### src/rtl/cache_ctrl_pkg.sv
// Shared types and helpers for the burst-capable cache controller.
package cache_ctrl_pkg;

  typedef enum logic [2:0] {
    ST_IDLE         = 3'd0,
    ST_TAG_COMPARE  = 3'd1,
    ST_WRITE_BACK   = 3'd2,
    ST_ALLOCATE     = 3'd3,
    ST_WRITE_AROUND = 3'd4
  } cache_ctrl_state_t;

  // A beat index needs at least one bit, even for single-beat lines.
  function automatic int beat_w(input int burst_len);
    return (burst_len <= 1) ? 1 : $clog2(burst_len);
  endfunction

endpackage

### src/rtl/cache_perf_cnt.sv
// Saturating performance counter with synchronous clear (clear wins over increment).
module cache_perf_cnt #(
  parameter int CNT_W = 32
) (
  input  logic             clk,
  input  logic             rst,
  input  logic             clr,
  input  logic             inc,
  output logic [CNT_W-1:0] cnt
);

  always_ff @(posedge clk or negedge rst) begin
    if (!rst) begin
      cnt <= '0;
    end else if (clr) begin
      cnt <= '0;
    end else if (inc && (cnt != {CNT_W{1'b1}})) begin
      cnt <= cnt + CNT_W'(1);
    end
  end

endmodule

### src/rtl/cache_ctrl_burst.sv
// Cache controller FSM with multi-beat line fill/writeback, optional write-around
// on write miss, and saturating hit/miss/writeback counters.
//
// state           | meaning
// ST_IDLE         | waiting for a CPU read or write request
// ST_TAG_COMPARE  | datapath tag lookup; hit completes, miss picks a path
// ST_WRITE_BACK   | streaming the dirty victim line to pmem, one beat per pmem_resp
// ST_ALLOCATE     | filling the line from pmem, then re-compare
// ST_WRITE_AROUND | write miss without allocation: single word straight to pmem
module cache_ctrl_burst
  import cache_ctrl_pkg::*;
#(
  parameter int BURST_LEN   = 4,
  parameter bit WRITE_ALLOC = 1'b1,
  parameter int CNT_W       = 32,
  localparam int BEAT_W     = beat_w(BURST_LEN)
) (
  input  logic              clk,
  input  logic              rst,
  input  logic              mem_read,
  input  logic              mem_write,
  output logic              mem_resp,
  input  logic              pmem_resp,
  output logic              pmem_read,
  output logic              pmem_write,
  input  logic              hit_sig,
  input  logic              dirty_sig,
  output logic              allo_sig,
  output logic              rep_sig,
  output logic              bypass_sig,
  output logic [BEAT_W-1:0] beat_idx,
  output logic              load_data,
  output logic              load_tag,
  output logic              load_valid,
  output logic              load_dirty,
  output logic              load_plru,
  output logic              valid_i,
  output logic              dirty_i,
  input  logic              clr_cnt,
  output logic [CNT_W-1:0]  hit_cnt,
  output logic [CNT_W-1:0]  miss_cnt,
  output logic [CNT_W-1:0]  wb_cnt
);

  localparam logic [BEAT_W-1:0] LAST_BEAT = BEAT_W'(BURST_LEN - 1);

  cache_ctrl_state_t state_q, state_d;
  logic [BEAT_W-1:0] beat_q, beat_d;
  logic              retry_q, retry_d;
  logic              hit_inc, miss_inc, wb_inc;
  logic              last_beat;

  assign beat_idx  = beat_q;
  assign last_beat = (beat_q == LAST_BEAT);

  always_ff @(posedge clk or negedge rst) begin
    if (!rst) begin
      state_q <= ST_IDLE;
      beat_q  <= '0;
      retry_q <= 1'b0;
    end else begin
      state_q <= state_d;
      beat_q  <= beat_d;
      retry_q <= retry_d;
    end
  end

  always_comb begin
    state_d    = state_q;
    beat_d     = beat_q;
    retry_d    = retry_q;
    mem_resp   = 1'b0;
    pmem_read  = 1'b0;
    pmem_write = 1'b0;
    allo_sig   = 1'b0;
    rep_sig    = 1'b0;
    bypass_sig = 1'b0;
    load_data  = 1'b0;
    load_tag   = 1'b0;
    load_valid = 1'b0;
    load_dirty = 1'b0;
    load_plru  = 1'b0;
    valid_i    = 1'b0;
    dirty_i    = 1'b0;
    hit_inc    = 1'b0;
    miss_inc   = 1'b0;
    wb_inc     = 1'b0;

    unique case (state_q)
      ST_IDLE: begin
        if (mem_read || mem_write) state_d = ST_TAG_COMPARE;
      end

      ST_TAG_COMPARE: begin
        if (hit_sig) begin
          mem_resp  = 1'b1;
          load_plru = 1'b1;
          // mem_write wins when both requests are up
          if (mem_write) begin
            load_data  = 1'b1;
            load_dirty = 1'b1;
            dirty_i    = 1'b1;
          end
          hit_inc = !retry_q;
          state_d = ST_IDLE;
        end else begin
          miss_inc = 1'b1;
          if (mem_write && !WRITE_ALLOC) begin
            state_d = ST_WRITE_AROUND;
          end else if (dirty_sig) begin
            wb_inc  = 1'b1;
            state_d = ST_WRITE_BACK;
          end else begin
            state_d = ST_ALLOCATE;
          end
        end
      end

      ST_WRITE_BACK: begin
        rep_sig    = 1'b1;
        pmem_write = 1'b1;
        if (pmem_resp) begin
          if (last_beat) begin
            beat_d  = '0;
            state_d = ST_ALLOCATE;
          end else begin
            beat_d = beat_q + BEAT_W'(1);
          end
        end
      end

      ST_ALLOCATE: begin
        pmem_read = 1'b1;
        allo_sig  = 1'b1;
        rep_sig   = 1'b1;
        load_data = pmem_resp;
        if (pmem_resp) begin
          if (last_beat) begin
            load_tag   = 1'b1;
            load_valid = 1'b1;
            load_dirty = 1'b1;
            valid_i    = 1'b1;
            beat_d     = '0;
            retry_d    = 1'b1;
            state_d    = ST_TAG_COMPARE;
          end else begin
            beat_d = beat_q + BEAT_W'(1);
          end
        end
      end

      ST_WRITE_AROUND: begin
        pmem_write = 1'b1;
        bypass_sig = 1'b1;
        if (pmem_resp) begin
          mem_resp = 1'b1;
          state_d  = ST_IDLE;
        end
      end

      default: begin
        state_d = ST_IDLE;
        beat_d  = '0;
      end
    endcase

    // The post-fill re-compare is excluded from hit_cnt until the request completes.
    if (mem_resp) retry_d = 1'b0;
  end

  cache_perf_cnt #(.CNT_W(CNT_W)) u_hit_cnt (
    .clk (clk),
    .rst (rst),
    .clr (clr_cnt),
    .inc (hit_inc),
    .cnt (hit_cnt)
  );

  cache_perf_cnt #(.CNT_W(CNT_W)) u_miss_cnt (
    .clk (clk),
    .rst (rst),
    .clr (clr_cnt),
    .inc (miss_inc),
    .cnt (miss_cnt)
  );

  cache_perf_cnt #(.CNT_W(CNT_W)) u_wb_cnt (
    .clk (clk),
    .rst (rst),
    .clr (clr_cnt),
    .inc (wb_inc),
    .cnt (wb_cnt)
  );

endmodule
### config.mk
export PLATFORM = sky130hd
export DESIGN_NAME = cache_ctrl_burst
export DESIGN_NICKNAME = d
export VERILOG_FILES = /design/src/rtl/cache_ctrl_pkg.sv /design/src/rtl/cache_perf_cnt.sv /design/src/rtl/cache_ctrl_burst.sv
export SDC_FILE = /design/constraint.sdc
export NUM_CORES = 1
export LEC_CHECK = 0
export ABC_AREA = 0
export CORE_MARGIN = 2
export CORE_UTILIZATION = 45
export DETAILED_ROUTE_END_ITERATION = 12
export PLACE_DENSITY = 0.81
export SLEW_MARGIN = 10
export SYNTH_ARGS = -nofsm -noshare
export SYNTH_HDL_FRONTEND = slang
export SYNTH_HIERARCHICAL = 1
export SYNTH_SLANG_ARGS = --single-unit
export TNS_END_PERCENT = 20
### constraint.sdc
create_clock -name clk -period 2.4 [get_ports clk]
set_input_delay 0.36 -clock clk [delete_from_list [all_inputs] [get_ports clk]]
set_output_delay 0.36 -clock clk [all_outputs]
set_load 0.005 [all_outputs]
==> results.cfg <==
[synth]
synthArstFlopShare_pct = 100.0
synth_cells = 634
yosysUniqueCellTypes = 51
ys_ff_latch = 101
synth-edff-count = 0
synth_top_cell_by_area = dfrtp_1
syn_nets = 646
synthFlopType = dfrtp_1
ys.warnings.count = 6
yosysSeqAreaShare_pct = 42.83
synth_area_leaders = dfrtp_1 (43%), nor2_1 (5.2%), xnor2_1 (4.5%)
synth_top_area_share_pct = 42.83
syn_area_um2 = 5901
avgSynthCellArea_um2 = 9.307

[worst_hold_path]
hold_path.class = in2reg

[layout]
area_growth_pct = 32.38
fillers = 1089
antenna_cells = 0
post-route-util_pct = 61.40
multi_input_area_um2 = 3207
fin_area_um2 = 7811
drive_gt1_share_pct = 14.47
regArea_um2 = 2527
nNetsFinal = 782

[clocking]
path_clk_slew_ns = 0.06
cts_htree_levels = 3
cts_made_buffers = 9
cts_tree = done
clock_sink_count = 101
clock_latency_ns = 0.34
clock_path_buffers = 2
cts-root-buf = clkbuf_16

[timing]
skew_ns = 0.004663
worst_slew_pin_slew_ns = 0.6747
drv_slew = 0
finalSetupViolCount = 0
slew_headroom_pct = 54.64
period_minus_slack_ns = 2.318
final_min_period_over_clock_period_pct = 96.58
report.final.hold_viol_count = 0
max_freq_mhz = 431.4
whs_ns = 0.4096
setup_slack_ns = 0.08212

[power_and_ir_drop]
sequentialPowerShare_pct = 47.1
p_leak_nw = 3.093
power.internal_mw = 2.925
pwr-share-clk_pct = 38.3
p_comb_share_pct = 14.6
p_switching_mw = 0.8874
irDropWorstVdd_v = 0.0003348
p_total_mw = 3.812
switching_share_pct = 23.28
cellPowerDensity_nw_per_um2 = 488.1

[worst_setup_path]
critical_path_class = in2reg
arrival_ns = 2.55
max_stage_delay_ns = 0.41
cp.buffers_inverters = 2
worstPathRequired_ns = 2.63
end_kind = flip-flop
crit_chain = clkdlybuf4s50_1 > buf_4 > nor3b_2 > and2_1 > and3_1 > nand4_1 > a21o_4 > nor4_1 > mux2_2
critPathLaunchType = input port
slowest_stage = clkdlybuf4s50_1
path_delay_family = simple AND/OR/NAND/NOR gates
worst-path-max-fanout = 9

[grt]
grt_pass1_vias = 5410
grt.overflow.total = 0
antenna_found_initial = 0
use_met3_pct = 3.764
grt.busiest_layer = met2
grt_use_met2_pct = 36.89
grt_usage_pct = 21.61
grt_max_degree = 50
grt_pass1_wl_um = 25220
grt_use_met1_pct = 27.10

[placed_design]
port-buffer-count = 117
dpl.hpwl_um = 11090
place_ws_ns = -0.4231
place.gp.congestion = 0.8844
dpl_cell_area_um2 = 7448

[job]
drv_cap = 0

[floorplanning]
io_pins = 119
die_y_um = 118.5
dieArea_um2 = 14040
start_util_pct = 46.38
die_x_um = 118.5
core_um2 = 12720
row_count = 41

[run_status]
status = finished, final reports clean

[drt]
wl_um = 15220
drt-vias-per-instance = 5.688
wl_per_cell_um = 16.09
drtIter0Drc = 366
vias = 5381
dr.pass1.iters = 5
ant_nets = 0
route.detailed.drc = 0
[sequential cells by signal (all words and copies together), names as in the netlist]
name / count
u_miss_cnt/cnt: 32
state_q: 2
beat_idx: 2
u_hit_cnt/cnt: 32
retry_q: 1
u_wb_cnt/cnt: 32
[routing by layer]
layer | vias up | wire length, µm
li1 | 2541 | -
met1 | 2644 | 6471
met2 | 163 | 7749
met3 | 33 | 667
met4 | 0 | 332
met5 | - | 0
[power by group through the flow]
stage	registers (mW)	clock network, mW	logic, mW
global placement	1.82	0	0.542
floorplan	1.83	0	0.240
CTS	1.80	1.50	0.564
finish	1.80	1.46	0.555
global route	1.81	1.55	0.609
detailed placement	1.83	0	0.558
[synth_stat cells, types with 15 or more instances]
library cell,instances
dfrtp_1,101
or3_1,16
a21oi_1,36
a211oi_1,15
nand2_1,37
nand4_1,18
nand3_1,36
mux2_2,16
xnor2_1,30
nor2b_1,19
inv_1,22
nor2_1,81
and3_1,21
[cells by family (layout without fill, tap and decap cells)]
group           Yosys count  in the layout  synth area share (%)
xor+xnor                 39             39                 5.789
other cells               1              1               0.06355
fa+ha+maj                 4              4                0.8482
mux                      22             22                 4.326
simple gates            314            314                 30.34
flops                   101            101                 42.83
compound gates          103            103                 11.98
buf+inv                  50            190                 3.817
[worst paths after layout]
check,from,endpoint,slack [ns],cells past startpoint
min in group asynchronous,rst,u_wb_cnt/cnt[3]$_DFFE_PN0P_,0.50,2
min,clr_cnt,u_hit_cnt/cnt[1]$_DFFE_PN0P_,0.41,2
max in group asynchronous,rst,u_hit_cnt/cnt[23]$_DFFE_PN0P_,1.26,3
max reg2reg,state_q[1]$_DFFE_PN0P_,u_hit_cnt/cnt[19]$_DFFE_PN0P_,0.23,9
min reg2reg,retry_q$_DFFE_PN0P_,retry_q$_DFFE_PN0P_,0.52,1
max,hit_sig,u_wb_cnt/cnt[27]$_DFFE_PN0P_,0.08,9
[stage by stage]
stage,setup TNS [ns],cells
after global routing,-0.03174,946
after floorplan,0,634
after CTS,0,946
final,0,946
after global placement,-10.18,930
after detailed placement,-11.11,930
[cell type report]
type                       instances  share of cell area [%]
inverter                          23                   1.105
multi-input combinational        483                   41.05
clock buffer                      14                   3.380
clock inverter                     1                  0.3844
timing repair buffer             152                   18.97
sequential                       101                   32.36
tap                              172                   2.755
[cells in the final DEF (no fill, tap or decap), types with 6 or more instances in the layout]
cell type,instances
a211oi_1,15
a21o_1,7
a21oi_1,35
a31o_2,6
and2_1,11
and3_1,21
buf_4,32
clkbuf_16,9
clkdlybuf4s50_1,115
dfrtp_1,101
inv_1,22
mux2_2,16
nand2_1,37
nand2b_1,6
nand3_1,36
nand4_1,18
nor2_1,80
nor2b_1,19
nor3_1,13
nor4_1,7
nor4_2,11
o21ai_0,13
o31ai_1,9
or3_1,16
or4_1,9
xnor2_1,30
xor2_1,9
[timing repair]
item,CTS,global route
gates resized for setup,4,9
buffers inserted,0,0
hold endpoints to repair,33,0
endpoints found under the setup margin,5,22
hold buffers,1,0
Note: power is estimated with default switching activity, not from simulation.
